<file path="src/rtl/seg7_pkg.sv">
// Shared widths and the hex-to-seven-segment table for the scanned display driver.
package seg7_pkg;

  localparam int unsigned SEG_W = 7;

  // Counter width for a modulus n; a modulus of 1 still needs one bit of storage.
  function automatic int unsigned cnt_width(input int unsigned n);
    return (n > 1) ? $clog2(n) : 1;
  endfunction

  // Active-high gfedcba pattern for one hex nibble.
  function automatic logic [SEG_W-1:0] hex7(input logic [3:0] nib);
    logic [SEG_W-1:0] s;
    case (nib)
      4'h0: s = 7'h3F;
      4'h1: s = 7'h06;
      4'h2: s = 7'h5B;
      4'h3: s = 7'h4F;
      4'h4: s = 7'h66;
      4'h5: s = 7'h6D;
      4'h6: s = 7'h7D;
      4'h7: s = 7'h07;
      4'h8: s = 7'h7F;
      4'h9: s = 7'h6F;
      4'hA: s = 7'h77;
      4'hB: s = 7'h7C;
      4'hC: s = 7'h39;
      4'hD: s = 7'h5E;
      4'hE: s = 7'h79;
      4'hF: s = 7'h71;
      default: s = 7'h00;
    endcase
    return s;
  endfunction

endpackage

</file>
<file path="src/rtl/seg7_hex_decoder.sv">
// Combinational 4-bit to 7-segment decode, active-high, bit order gfedcba.
module seg7_hex_decoder
  import seg7_pkg::*;
(
  input  logic [3:0]       nibble_i,
  output logic [SEG_W-1:0] segs_o
);

  // Table lookup for the currently selected nibble.
  always_comb begin
    segs_o = hex7(nibble_i);
  end

endmodule

</file>
<file path="src/rtl/seg7_scan_driver.sv">
// N-digit multiplexed 7-segment driver: prescaled digit scan, blank gap per slot,
// leading-zero suppression and frame-aligned display updates.
module seg7_scan_driver
  import seg7_pkg::*;
#(
  parameter int N_DIGITS       = 4,
  parameter int CLK_DIV        = 50000,
  parameter int BLANK_CYCLES   = 1,
  parameter int SEG_ACTIVE_LOW = 0,
  parameter int DIG_ACTIVE_LOW = 1
) (
  input  logic                  i_Clk,
  input  logic                  i_Rst_n,
  input  logic [4*N_DIGITS-1:0] i_Valor,
  input  logic                  i_Load,
  input  logic                  i_Enable,
  input  logic                  i_Blank_Zeros,
  output logic [SEG_W-1:0]      o_Segmentos,
  output logic [N_DIGITS-1:0]   o_Digitos,
  output logic                  o_Scan_Done
);

  localparam int PRE_W  = cnt_width(CLK_DIV);
  localparam int PRE_W1 = PRE_W + 1;
  localparam int IDX_W  = cnt_width(N_DIGITS);
  localparam int VAL_W  = 4 * N_DIGITS;

  localparam logic [PRE_W-1:0]    PRE_MAX   = PRE_W'(CLK_DIV - 1);
  localparam logic [IDX_W-1:0]    IDX_MAX   = IDX_W'(N_DIGITS - 1);
  localparam logic [PRE_W1-1:0]   BLANK_LIM = PRE_W1'(BLANK_CYCLES);
  localparam logic [SEG_W-1:0]    SEG_OFF   = (SEG_ACTIVE_LOW != 0) ? {SEG_W{1'b1}} : {SEG_W{1'b0}};
  localparam logic [N_DIGITS-1:0] DIG_OFF   = (DIG_ACTIVE_LOW != 0) ? {N_DIGITS{1'b1}} : {N_DIGITS{1'b0}};

  if (N_DIGITS < 1 || N_DIGITS > 8) begin : g_bad_digits
    $error("seg7_scan_driver: N_DIGITS must be in 1..8");
  end
  if (CLK_DIV < 2) begin : g_bad_div
    $error("seg7_scan_driver: CLK_DIV must be at least 2");
  end
  if (BLANK_CYCLES < 0 || BLANK_CYCLES >= CLK_DIV) begin : g_bad_blank
    $error("seg7_scan_driver: BLANK_CYCLES must be in 0..CLK_DIV-1");
  end

  logic [PRE_W-1:0]    presc_q, presc_d;
  logic [IDX_W-1:0]    idx_q, idx_d;
  logic [VAL_W-1:0]    hold_q, hold_d;
  logic [VAL_W-1:0]    disp_q, disp_d;
  logic                done_q, done_d;
  logic [SEG_W-1:0]    seg_q, seg_d;
  logic [N_DIGITS-1:0] dig_q, dig_d;

  logic                wrap_s;
  logic                frame_s;
  logic                blank_s;
  logic [3:0]          nibble_s;
  logic [SEG_W-1:0]    dec_segs_s;
  logic [N_DIGITS-1:0] onehot_s;
  logic                suppress_s;
  logic [SEG_W-1:0]    seg_raw_s;
  logic [N_DIGITS-1:0] dig_raw_s;

  seg7_hex_decoder u_dec (
    .nibble_i (nibble_s),
    .segs_o   (dec_segs_s)
  );

  // Scan counters and the holding/display registers; display only moves at a frame boundary.
  always_comb begin
    wrap_s  = (presc_q == PRE_MAX);
    frame_s = wrap_s && (idx_q == IDX_MAX);
    presc_d = wrap_s ? {PRE_W{1'b0}} : (presc_q + PRE_W'(1));
    idx_d   = idx_q;
    if (wrap_s) begin
      if (idx_q == IDX_MAX) begin
        idx_d = {IDX_W{1'b0}};
      end else begin
        idx_d = idx_q + IDX_W'(1);
      end
    end else begin
      idx_d = idx_q;
    end
    hold_d = i_Load ? i_Valor : hold_q;
    // hold_d already carries the same-cycle load, which gives the boundary bypass.
    disp_d = frame_s ? hold_d : disp_q;
    done_d = frame_s;
  end

  // Digit select, leading-zero suppression and polarity for the next output register value.
  always_comb begin
    nibble_s   = 4'h0;
    onehot_s   = {N_DIGITS{1'b0}};
    suppress_s = 1'b0;
    blank_s    = ({1'b0, presc_q} < BLANK_LIM);
    for (int k = 0; k < N_DIGITS; k++) begin
      if (idx_q == IDX_W'(k)) begin
        nibble_s    = disp_q[4*k +: 4];
        onehot_s[k] = 1'b1;
        suppress_s  = i_Blank_Zeros && (k != 0) && ((disp_q >> (4*k)) == {VAL_W{1'b0}});
      end else begin
        onehot_s[k] = 1'b0;
      end
    end
    if (blank_s || !i_Enable) begin
      seg_raw_s = {SEG_W{1'b0}};
      dig_raw_s = {N_DIGITS{1'b0}};
    end else begin
      seg_raw_s = suppress_s ? {SEG_W{1'b0}} : dec_segs_s;
      dig_raw_s = onehot_s;
    end
    seg_d = (SEG_ACTIVE_LOW != 0) ? ~seg_raw_s : seg_raw_s;
    dig_d = (DIG_ACTIVE_LOW != 0) ? ~dig_raw_s : dig_raw_s;
  end

  // State and output registers; reset forces the pins to their inactive levels at once.
  always_ff @(posedge i_Clk or negedge i_Rst_n) begin
    if (!i_Rst_n) begin
      presc_q <= {PRE_W{1'b0}};
      idx_q   <= {IDX_W{1'b0}};
      hold_q  <= {VAL_W{1'b0}};
      disp_q  <= {VAL_W{1'b0}};
      done_q  <= 1'b0;
      seg_q   <= SEG_OFF;
      dig_q   <= DIG_OFF;
    end else begin
      presc_q <= presc_d;
      idx_q   <= idx_d;
      hold_q  <= hold_d;
      disp_q  <= disp_d;
      done_q  <= done_d;
      seg_q   <= seg_d;
      dig_q   <= dig_d;
    end
  end

  assign o_Segmentos = seg_q;
  assign o_Digitos   = dig_q;
  assign o_Scan_Done = done_q;

endmodule

</file>
<file path="config.mk">
export PLATFORM = sky130hd
export DESIGN_NAME = seg7_scan_driver
export DESIGN_NICKNAME = d
export VERILOG_FILES = /design/src/rtl/seg7_pkg.sv /design/src/rtl/seg7_hex_decoder.sv /design/src/rtl/seg7_scan_driver.sv
export SDC_FILE = /design/constraint.sdc
export NUM_CORES = 1
export LEC_CHECK = 0
export CORE_ASPECT_RATIO = 0.6
export CORE_UTILIZATION = 35
export CTS_CLUSTER_SIZE = 25
export DETAILED_ROUTE_END_ITERATION = 8
export PLACE_DENSITY_LB_ADDON = 0.15
export SLEW_MARGIN = 20
export SYNTH_ARGS = -nofsm -noshare
export SYNTH_HDL_FRONTEND = slang
export SYNTH_SLANG_ARGS = --single-unit
</file>
<file path="constraint.sdc">
create_clock -name i_Clk -period 2.6 [get_ports i_Clk]
set_input_delay 0.39 -clock i_Clk [delete_from_list [all_inputs] [get_ports i_Clk]]
set_output_delay 0.39 -clock i_Clk [all_outputs]
set_load 0.01 [all_outputs]
</file>
==> results.cfg <==
[sta]
fin_crit_ps = 2370
setup_viol = 0
setup_ws_ps = 231
hold_ws_ps = 16.9
finalHoldViolations = 0
grt_setup_unrepaired = false
fmax_mhz = 422
worstMarginPinSlew_ps = 453
max_slew_margin_pct = 69.4
fin_skew_ps = 5.22
setup_tns_ps = 0
drv_slew = 0
finalCritPeriodShare_pct = 91.1

[yosys]
ys_seq_area_share_pct = 53.6
syn_inst = 241
synth-seq-cells = 62
synthTopCellsByArea = dfrtp_1 (50%), mux2_2 (8.9%), ha_1 (5.2%)
yosys_warnings = 0
synth_top_area_share_pct = 49.9
synth_edf_count = 0
synth_area_mm2 = 0.00291
ys.flop_type = dfrtp_1
synthArstFlopShare_pct = 100
synth_fp_nets = 274
yosys.area.top_type = dfrtp_1
syn_avg_cell_area_um2 = 12.1
synthDistinctLibCells = 38

[clocking]
cts_max_level = 3
cts_setup_buffers = 0
clk_latency_ps = 330
clk_pin_slew_ps = 50
cts_root_buffer = clkbuf_16
cts_sinks = 62
cts_max_path_buffers = 2
cts_inserted_buffers = 9
cts_tree = yes

[grt]
grt_usage_pct = 15.2
grt-ovfl-total = 0
grt_max_degree = 25
antenna_found_initial = 0
grt_pass1_vias = 1803
grt_first_pass_wirelength_mm = 9.60

[min_path]
holdCritPathClass = in2async

[routing]
wirelength_mm = 5.69
first_pass_iters = 4
drc = 0
ant_nets = 0
num_vias = 1915
wl_per_cell_um = 14.3
drt_iter0_markers = 94
via_per_inst = 4.80

[floorplan]
start_util_pct = 36.6
fp.coreArea_mm2 = 0.00795
fp.dieW_um = 120
row_count = 25
io_pins = 33
fp.dieH_um = 72.6
die-area_mm2 = 0.00869

[layout]
fin_cells = 399
drive_gt1_share_pct = 22.7
mostFrequentLayoutCells = dfrtp_1 (58), clkdlybuf4s50_1 (31), nand2_1 (25), mux2_2 (23)
stdcell_area_mm2 = 0.00366
diodes = 0
final_common_cell = dfrtp_1
syn2layout_area_growth_pct = 25.8
fin_nets = 319

[place]
preCtsSetupSlack_ps = 98.4
numPortBuffers = 32
place_area_mm2 = 0.00338
gp_congestion = 0.835
dp_cells = 383
dp_hpwl_mm = 4.16

[worst_setup_path]
r2r_slack_ps = 230
critPathRequiredTime_ps = 2810
startpoint_type = flip-flop
r2r_end = disp_q[6]$_DFFE_PN0P_
crit_path_start = presc_q[7]$_DFF_PN0_
end_kind = flip-flop
r2r-start = presc_q[7]$_DFF_PN0_
crit_type = reg2reg
path_max_fanout = 17
worstRegToRegCells = 5
arrival_ps = 2580
crit_end = disp_q[6]$_DFFE_PN0P_

[power_and_ir_drop]
ir_worst_vdd_mv = 0.371
cellPowerDensity_mw_per_mm2 = 593
leakage_nw = 1.58

[flow_run]
maxCapViolCount = 0

[status]
status = completed
[registers in the layout, indices dropped and copies added, names as in the netlist]
name         count
o_Segmentos      7
presc_q         16
disp_q          16
idx_q            2
o_Digitos        4
hold_q          16
o_Scan_Done      1
[cells by family (layout without fill, tap and decap cells)]
group / count (synthesis) / count (layout) / synth area share (%)
xor gates and xnor gates: 14 / 14 / 4.22
muxes: 32 / 32 / 13.6
DFF: 62 / 62 / 53.6
AOI/OAI and AO/OA: 28 / 28 / 7.15
adders and majority gates: 12 / 12 / 5.17
buffers and inverters: 17 / 67 / 2.80
and+or+nand+nor: 76 / 76 / 13.6
[worst max-delay path: stages (launching register included)]
cell	delay [ps]
dfrtp_1	440
nor4_1	340
nand2_1	150
or4_4	590
nor2_8	340
mux2_2	380
[worst min-delay path by stage]
| stage | slack (ps) | cells past startpoint | end |
|---|---|---|---|
| after floorplan | 90 | 0 | disp_q[0]$_DFFE_PN0P_ |
| after global placement | 390 | 1 | disp_q[8]$_DFFE_PN0P_ |
| after detailed placement | 380 | 1 | disp_q[11]$_DFFE_PN0P_ |
| after CTS | 20 | 1 | disp_q[11]$_DFFE_PN0P_ |
| after global routing | 50 | 1 | hold_q[12]$_DFF_PN0_ |
| final | 20 | 1 | disp_q[11]$_DFFE_PN0P_ |
[power breakdown]
group | total [mW] | leakage [nW] | switching, mW | internal (mW)
Clock | 1.05 | 0.131 | 0.384 | 0.667
Combinational | 0.115 | 0.666 | 0.0510 | 0.0642
Sequential | 1.00 | 0.788 | 0.00671 | 0.998
[layer usage]
layer  share of wire [%]  track usage, %  vias up
li1                    -               -      944
met1                  56            23.6      907
met2                  36            17.3       54
met3                 6.2            6.41       10
met4                 1.6            6.67        0
met5                   0               0        -
[stage by stage]
step | power (mW) | util, %
2_1_floorplan | 1.06 | -
3_3_place_gp | 1.14 | 42.6
3_5_place_dp | 1.14 | 42.6
4_1_cts | 2.21 | 45.9
5_1_grt | 2.27 | 46.0
6_report | 2.17 | 46.0
[cell type report]
type                    instances  area (um^2)
fillers                       753         4290
flip-flops and latches         62         1560
multi-input cells             162         1280
repair buffers                 42          390
clock buffers                  14          254
well taps                     108          135
inverters                       9         33.8
clock inverters                 2         10.0
[timing repair]
| item | 4_1_cts | 5_1_grt |
|---|---|---|
| resized for setup | 0 | 2 |
| setup endpoints to repair | 0 | 6 |
| hold buffers | 0 | 0 |
[synthesized netlist by cell type, types with 4 or more instances]
library cell / n
nand2_1: 25
mux2_4: 9
nand3_1: 8
nor2_1: 13
dfrtp_1: 58
nor3_1: 8
o21ai_0: 4
xnor2_1: 9
clkbuf_1: 6
nor4_1: 5
xor2_1: 5
mux2_2: 23
a311oi_1: 4
inv_1: 9
a21oi_1: 5
ha_1: 12
dfstp_2: 4
Note: power is estimated with default switching activity, not from simulation.
